### src/rtl/time_of_day_counter.sv
// time_of_day_counter: hh:mm:ss timekeeper with a 1 Hz prescaler, run/pause,
// range-checked per-field set, carry ticks and a 12/24-hour display view.
module time_of_day_counter #(
    parameter int CLK_HZ = 50_000_000
) (
    input  logic       clk,
    input  logic       reset,
    input  logic       run,
    input  logic       mode_12h,
    input  logic       set_valid,
    input  logic [1:0] set_field,
    input  logic [5:0] set_value,
    output logic [5:0] seconds,
    output logic [5:0] minutes,
    output logic [4:0] hours,
    output logic [4:0] disp_hours,
    output logic       pm,
    output logic       sec_tick,
    output logic       min_tick,
    output logic       hour_tick,
    output logic       day_tick,
    output logic       set_ack,
    output logic       set_err
);

    localparam int PRE_W = $clog2(CLK_HZ);
    localparam logic [PRE_W-1:0] PRE_MAX = PRE_W'(CLK_HZ - 1);

    logic [PRE_W-1:0] prescaler;
    logic             set_in_range;
    logic             set_ok;
    logic             set_bad;

    // Classify the set request; value is checked at full width before any truncation.
    always_comb begin
        set_in_range = 1'b0;
        case (set_field)
            2'd0, 2'd1: set_in_range = (set_value <= 6'd59);
            2'd2:       set_in_range = (set_value <= 6'd23);
            default:    set_in_range = 1'b0;
        endcase
        set_ok  = set_valid && set_in_range;
        set_bad = set_valid && !set_in_range;
    end

    // Prescaler, counters, carry ticks and set handshake.
    // An accepted set takes priority over advancing, which holds the prescaler
    // for one cycle so a pending wrap simply happens on the following edge.
    always_ff @(posedge clk or posedge reset) begin
        if (reset) begin
            prescaler <= '0;
            seconds   <= '0;
            minutes   <= '0;
            hours     <= '0;
            sec_tick  <= 1'b0;
            min_tick  <= 1'b0;
            hour_tick <= 1'b0;
            day_tick  <= 1'b0;
            set_ack   <= 1'b0;
            set_err   <= 1'b0;
        end else begin
            sec_tick  <= 1'b0;
            min_tick  <= 1'b0;
            hour_tick <= 1'b0;
            day_tick  <= 1'b0;
            set_ack   <= set_ok;
            set_err   <= set_bad;
            if (set_ok) begin
                case (set_field)
                    2'd0: begin
                        seconds   <= set_value;
                        prescaler <= '0;
                    end
                    2'd1:    minutes <= set_value;
                    2'd2:    hours   <= set_value[4:0];
                    default: ;
                endcase
            end else if (run) begin
                if (prescaler == PRE_MAX) begin
                    prescaler <= '0;
                    sec_tick  <= 1'b1;
                    if (seconds == 6'd59) begin
                        seconds  <= '0;
                        min_tick <= 1'b1;
                        if (minutes == 6'd59) begin
                            minutes   <= '0;
                            hour_tick <= 1'b1;
                            if (hours == 5'd23) begin
                                hours    <= '0;
                                day_tick <= 1'b1;
                            end else begin
                                hours <= hours + 5'd1;
                            end
                        end else begin
                            minutes <= minutes + 6'd1;
                        end
                    end else begin
                        seconds <= seconds + 6'd1;
                    end
                end else begin
                    prescaler <= prescaler + PRE_W'(1);
                end
            end
        end
    end

    // Display view of the hours register in the selected format.
    always_comb begin
        disp_hours = hours;
        pm         = 1'b0;
        if (mode_12h) begin
            pm = (hours >= 5'd12);
            if (hours == 5'd0)
                disp_hours = 5'd12;
            else if (hours > 5'd12)
                disp_hours = hours - 5'd12;
        end
    end

endmodule

### config.mk
export PLATFORM = sky130hd
export DESIGN_NAME = time_of_day_counter
export DESIGN_NICKNAME = d
export VERILOG_FILES = /design/src/rtl/time_of_day_counter.sv
export SDC_FILE = /design/constraint.sdc
export NUM_CORES = 1
export LEC_CHECK = 0
export CAP_MARGIN = 15
export CORE_ASPECT_RATIO = 0.5
export CORE_MARGIN = 5
export CORE_UTILIZATION = 35
export DETAILED_ROUTE_END_ITERATION = 10
export PLACE_DENSITY_LB_ADDON = 0.2
export SETUP_SLACK_MARGIN = 0.02
export SLEW_MARGIN = 0
export SYNTH_ARGS = -nofsm -noshare
export SYNTH_HDL_FRONTEND = slang
export SYNTH_SLANG_ARGS = --single-unit
### constraint.sdc
create_clock -name clk -period 6.4 [get_ports clk]
set_clock_uncertainty 0.15 [all_clocks]
set_input_delay 1.6 -clock clk [delete_from_list [all_inputs] [get_ports clk]]
set_output_delay 1.6 -clock clk [all_outputs]
set_load 0.02 [all_outputs]
### Word level (Yosys, flattened, before mapping)

Cells that the tools add are included.
Widths: inputs -> output; s select.

| cells by class | value |
|---|---|
| add/subtract/negate cells | 5 |
| magnitude comparators | 4 |
| equal/unequal tests | 9 |
| muxes and demuxes | 45 |
| reductions and logical operators | 14 |

Operators with widths:

| cell | count |
|---|---|
| $mux 26 | 4 |
| $mux 6 | 11 |
| $mux 5 | 10 |
| $add 26x1->26 const B | 1 |
| $eq 26x26->1 const B | 1 |
| $mux 1 | 19 |
| $add 6x1->6 const B | 2 |
| $eq 6x6->1 const B | 2 |
| $reduce_bool 2->1 | 4 |
| $le 6x5->1 const B | 1 |
| $le 6x6->1 const B | 1 |
| $ne 2x1->1 const B | 3 |
| $add 5x1->5 const B | 1 |
| $eq 5x5->1 const B | 1 |
| $ge 5x4->1 const B | 1 |
| $gt 5x4->1 const B | 1 |
| $logic_not 5->1 | 1 |
| $reduce_and 5->1 | 1 |
| $sub 5x4->5 const B | 1 |
| $reduce_and 4->1 | 1 |
| $reduce_and 3->1 | 1 |
| $eq 2x1->1 const B | 1 |
| $eq 2x2->1 const B | 1 |
| $logic_and 1x1->1 | 2 |
| other kinds (5) | 5 |

| storage, ports and cells | value |
|---|---|
| register bits | 49 |
| output and inout bits | 29 |
| logic and storage cells | 87 |

### Longest topological paths before layout

| depth | value |
|---|---|
| depth after elaboration | 7 |
| depth in mapped cells | 7 |
| gate-level depth less buffers | 7 |

### Least setup slack after synthesis

No wires, ideal clock.

| timing path | value |
|---|---|
| path type | input -> output |
| from | input port mode_12h |
| to | output port disp_hours[4] |
| arrival | 2.422 ns |
| path slack | 2.228 ns |
| stages on the path | 4 |
| cell sequence | inv_1 -> nor2_1 -> nand2_1 -> o31ai_1 |

| between the ends | value |
|---|---|
| longest elaborated chain between the ends | 1 |

RTL lines:

| element | line | RTL |
|---|---|---|
| from (decl) | 9 | `input logic mode_12h,` |
| $mux 5 | 111 | `if (mode_12h) begin` |
| to (decl) | 16 | `output logic [4:0] disp_hours,` |

Every way passes these cells.

### Worst setup path in the final report

| timing path | value |
|---|---|
| from | input port set_value[4] |
| to | register hours[0] |

| between the ends | value |
|---|---|
| longest elaborated chain between the ends | 5 |
| elaborated cells between the ends (all ways) | 11 |
| classes of those cells | order compare: 2; eq/ne: 1; mux: 2; reduce/logical: 6 |

RTL lines:

| element | line | RTL |
|---|---|---|
| from (decl) | 12 | `input logic [5:0] set_value,` |
| $le 6x5->1 or $le 6x6->1 (tied branches) | 39, 38 |  |
| $pmux 1 s2 * | 37 | `case (set_field)` |
| $logic_and 1x1->1 * | 42 | `set_ok = set_valid && set_in_range;` |
| $ne 2x1->1 (no line) or $reduce_bool 2->1 (tied branches) | n/a |  |
| $reduce_and 5->1 (no line) | n/a |  |
| to (signal assigned) | 75 | `2'd2: hours <= set_value[4:0];` |
| to (signal assigned) | 92 | `hours <= hours + 5'd1;` |
| to (decl) | 15 | `output logic [4:0] hours,` |

Every way passes the cells marked *; elsewhere a longest branch is shown, timed or not.
A chain may end at the register's enable or synchronous reset.

==> impl_metrics.json <==
{
  "ys_async_sr_fraction": 1.00,
  "dr.pass1.iters": 4,
  "io_buffers": 41,
  "vias_per_cell": 5.76,
  "grt_first_pass_wirelength_um": 13700,
  "netlist_instances": 337,
  "antenna_left": 0,
  "tightest_slew_ps": 1080,
  "fin_crit_ps": 5090,
  "grt_max_degree": 50,
  "ys_seq_elements": 49,
  "startpoint_type": "input port",
  "post_cts_buffers": 0,
  "drtIter0Drc": 206,
  "cts.sinks": 49,
  "peakVddDrop_v": 0.000144,
  "wirelength_um": 8030,
  "grt_pass1_vias": 2764,
  "drt-wirelength-per-cell_um": 16.3,
  "cp-startpoint": "set_value[4]",
  "fmax_mhz": 196,
  "end_kind": "flop",
  "required_ps": 6420,
  "vias": 2841,
  "slew_headroom": 0.279,
  "worstPathArrival_ps": 5120,
  "hold_viol": 0,
  "htree_num_levels": 2,
  "drcViolationCount": 0,
  "cts.hold.buffers_added": 0,
  "fin_nets": 402,
  "status": "finished, final reports clean",
  "reg2reg_depth": 7,
  "synth_ff_type": "dfrtp_1",
  "initial_core_util": 0.366,
  "n_fill_cell": 789,
  "power.leakage_nw": 1.47,
  "place_congestion": 0.929,
  "crit_path_max_fanout": 19,
  "synth_seq_area_share": 0.411,
  "die_w_um": 141,
  "path_clk_slew_ps": 60,
  "hp-class": "flop to flop",
  "synth-edff-count": 0,
  "ys_types": 50,
  "cts_buffers": 5,
  "io_pins": 42,
  "setup_ws_ps": 1310,
  "tns_ps": 0,
  "cts-root-buf": "clkbuf_16",
  "netlist_area_sq_mm": 0.00298,
  "place_ws_ps": 1060,
  "r2r_setup_slack_ps": 3550,
  "synth.avg_cell_area_sq_um": 8.85,
  "clk_latency_ps": 290,
  "setup-violations-final": 0,
  "cts_resized": 0,
  "reg2reg_to": "prescaler[19]$_DFFE_PP0P_",
  "coreArea_sq_mm": 0.00814,
  "fp.dieH_um": 75.3,
  "max_cap_viol_count": 0,
  "die_area_sq_mm": 0.0106,
  "antennaDiodeCount": 0,
  "antenna_found_initial": 0,
  "rsz0062_at_grt": "no",
  "clk_path_buf_depth": 2,
  "track_usage": 0.160,
  "place_hpwl_um": 5680,
  "area_delta_synth_final_pct": 23.7,
  "drive_gt1_frac": 0.0604,
  "reg2reg_from": "prescaler[0]$_DFFE_PP0P_",
  "fin_crit_sh": 0.796,
  "syn-num-nets": 358,
  "yosys_warnings": 0,
  "overflow": 0,
  "crit_end": "hours[0]$_DFFE_PP0P_",
  "power_density_mw_per_mm2": 282,
  "slew_violations": 0,
  "cts_tree": "yes",
  "rows": 23,
  "critPathKind": "input port to flop"
}
-- through the flow --
| step | power [mW] | area, sq um | instances | util | hold WS, ps |
|---|---|---|---|---|---|
| after CTS | 1.05 | 3670 | 492 | 0.451 | 388 |
| after global routing | 1.10 | 3690 | 493 | 0.453 | 403 |
| after global placement | 0.773 | 3530 | 485 | 0.433 | 360 |
| final | 1.04 | 3690 | 493 | 0.453 | 385 |
| after detailed placement | 0.779 | 3530 | 485 | 0.433 | 374 |
| after floorplan | 0.616 | 2980 | 337 | - | 338 |
-- registers in the layout (all words and copies together) (netlist names) --
| register | cells |
|---|---|
| prescaler | 26 |
| minutes | 6 |
| seconds | 6 |
| hours | 5 |
| day_tick | 1 |
| hour_tick | 1 |
| min_tick | 1 |
| sec_tick | 1 |
| set_ack | 1 |
| set_err | 1 |
-- layout make-up --
type                       instances  area [sq um]  share of cell area
timing repair buffer              46           460               0.125
inverter                          19          71.3              0.0193
sequential                        49          1230               0.332
tap                              112           140              0.0380
clock buffer                       7           143              0.0387
multi-input combinational        260          1650               0.447
-- routing by layer --
metal	share of wire	GRT usage	up-vias	wire length, um
li1	-	-	1355	-
met1	0.47	0.207	1408	3770
met2	0.47	0.273	67	3770
met3	0.048	0.0362	11	388
met4	0.012	0.0462	0	99
met5	0	0	-	0
-- synthesized netlist by cell type, types with 3 or more instances --
library cell,count,share of area
a22o_1,8,0.023
nor2_1,25,0.031
nand2_1,31,0.039
dfrtp_1,49,0.41
nand4_1,7,0.015
a21oi_1,17,0.029
ha_1,8,0.034
o2bb2ai_1,8,0.023
clkbuf_1,7,0.0088
o22ai_1,3,0.0063
a211o_1,3,0.0088
xnor2_1,4,0.012
inv_1,18,0.023
o31a_1,5,0.015
or4_1,5,0.013
o2111ai_1,6,0.018
mux2_2,4,0.015
or2_2,3,0.0063
and3_1,5,0.010
o211ai_1,3,0.0075
o21ai_0,33,0.055
or3_1,6,0.013
nor3_1,6,0.010
xor2_1,8,0.023
a31oi_1,3,0.0063
o31ai_1,7,0.018
nor4_1,5,0.010
nand3_1,20,0.034
-- critical path: stages --
cell	delay, ps
clkdlybuf4s50_1	540
a211oi_1	140
o211ai_1	870
clkinv_1	530
buf_4	350
nor4_1	570
o21ai_0	270
a22o_1	240
-- how the worst min path moves through the flow --
stage	cells past startpoint	startpoint	to	slack [ps]
2_1_floorplan	2	prescaler[1]$_DFFE_PP0P_	prescaler[1]$_DFFE_PP0P_	340
3_3_place_gp	2	prescaler[1]$_DFFE_PP0P_	prescaler[1]$_DFFE_PP0P_	360
3_5_place_dp	2	prescaler[1]$_DFFE_PP0P_	prescaler[1]$_DFFE_PP0P_	370
4_1_cts	2	prescaler[1]$_DFFE_PP0P_	prescaler[1]$_DFFE_PP0P_	390
5_1_grt	2	prescaler[1]$_DFFE_PP0P_	prescaler[1]$_DFFE_PP0P_	400
6_report	2	prescaler[1]$_DFFE_PP0P_	prescaler[1]$_DFFE_PP0P_	380
-- report_power, final --
part	internal [mW]	switching [mW]	total (mW)
Sequential	0.358	0.0727	0.430
Combinational	0.166	0.181	0.346
Clock	0.154	0.111	0.265
-- cells by family (layout without fill, tap and decap cells) --
family                   Yosys count  in the layout  share of synthesized area
flip-flops                        49             49                      0.411
AO/OA/AOI/OAI                    105            105                      0.234
AND/OR/NAND/NOR                  131            131                      0.234
adder cells (fa/ha/maj)            8              8                     0.0336
multiplexers                       4              4                     0.0151
buffers and inverters             28             72                     0.0361
XOR/XNOR                          12             12                     0.0352
-- cell usage in the layout (no fill, tap or decap), drive strengths merged, types with 8 or more instances in the layout --
cell type,instances
nor2,25
inv,18
xor2,8
clkdlybuf4s50,41
dfrtp,49
a21oi,17
ha,8
nand4,8
a22o,8
nand2,31
nand3,20
o2bb2ai,8
o21ai,34
No activity file was read; power rests on OpenSTA's default activity.
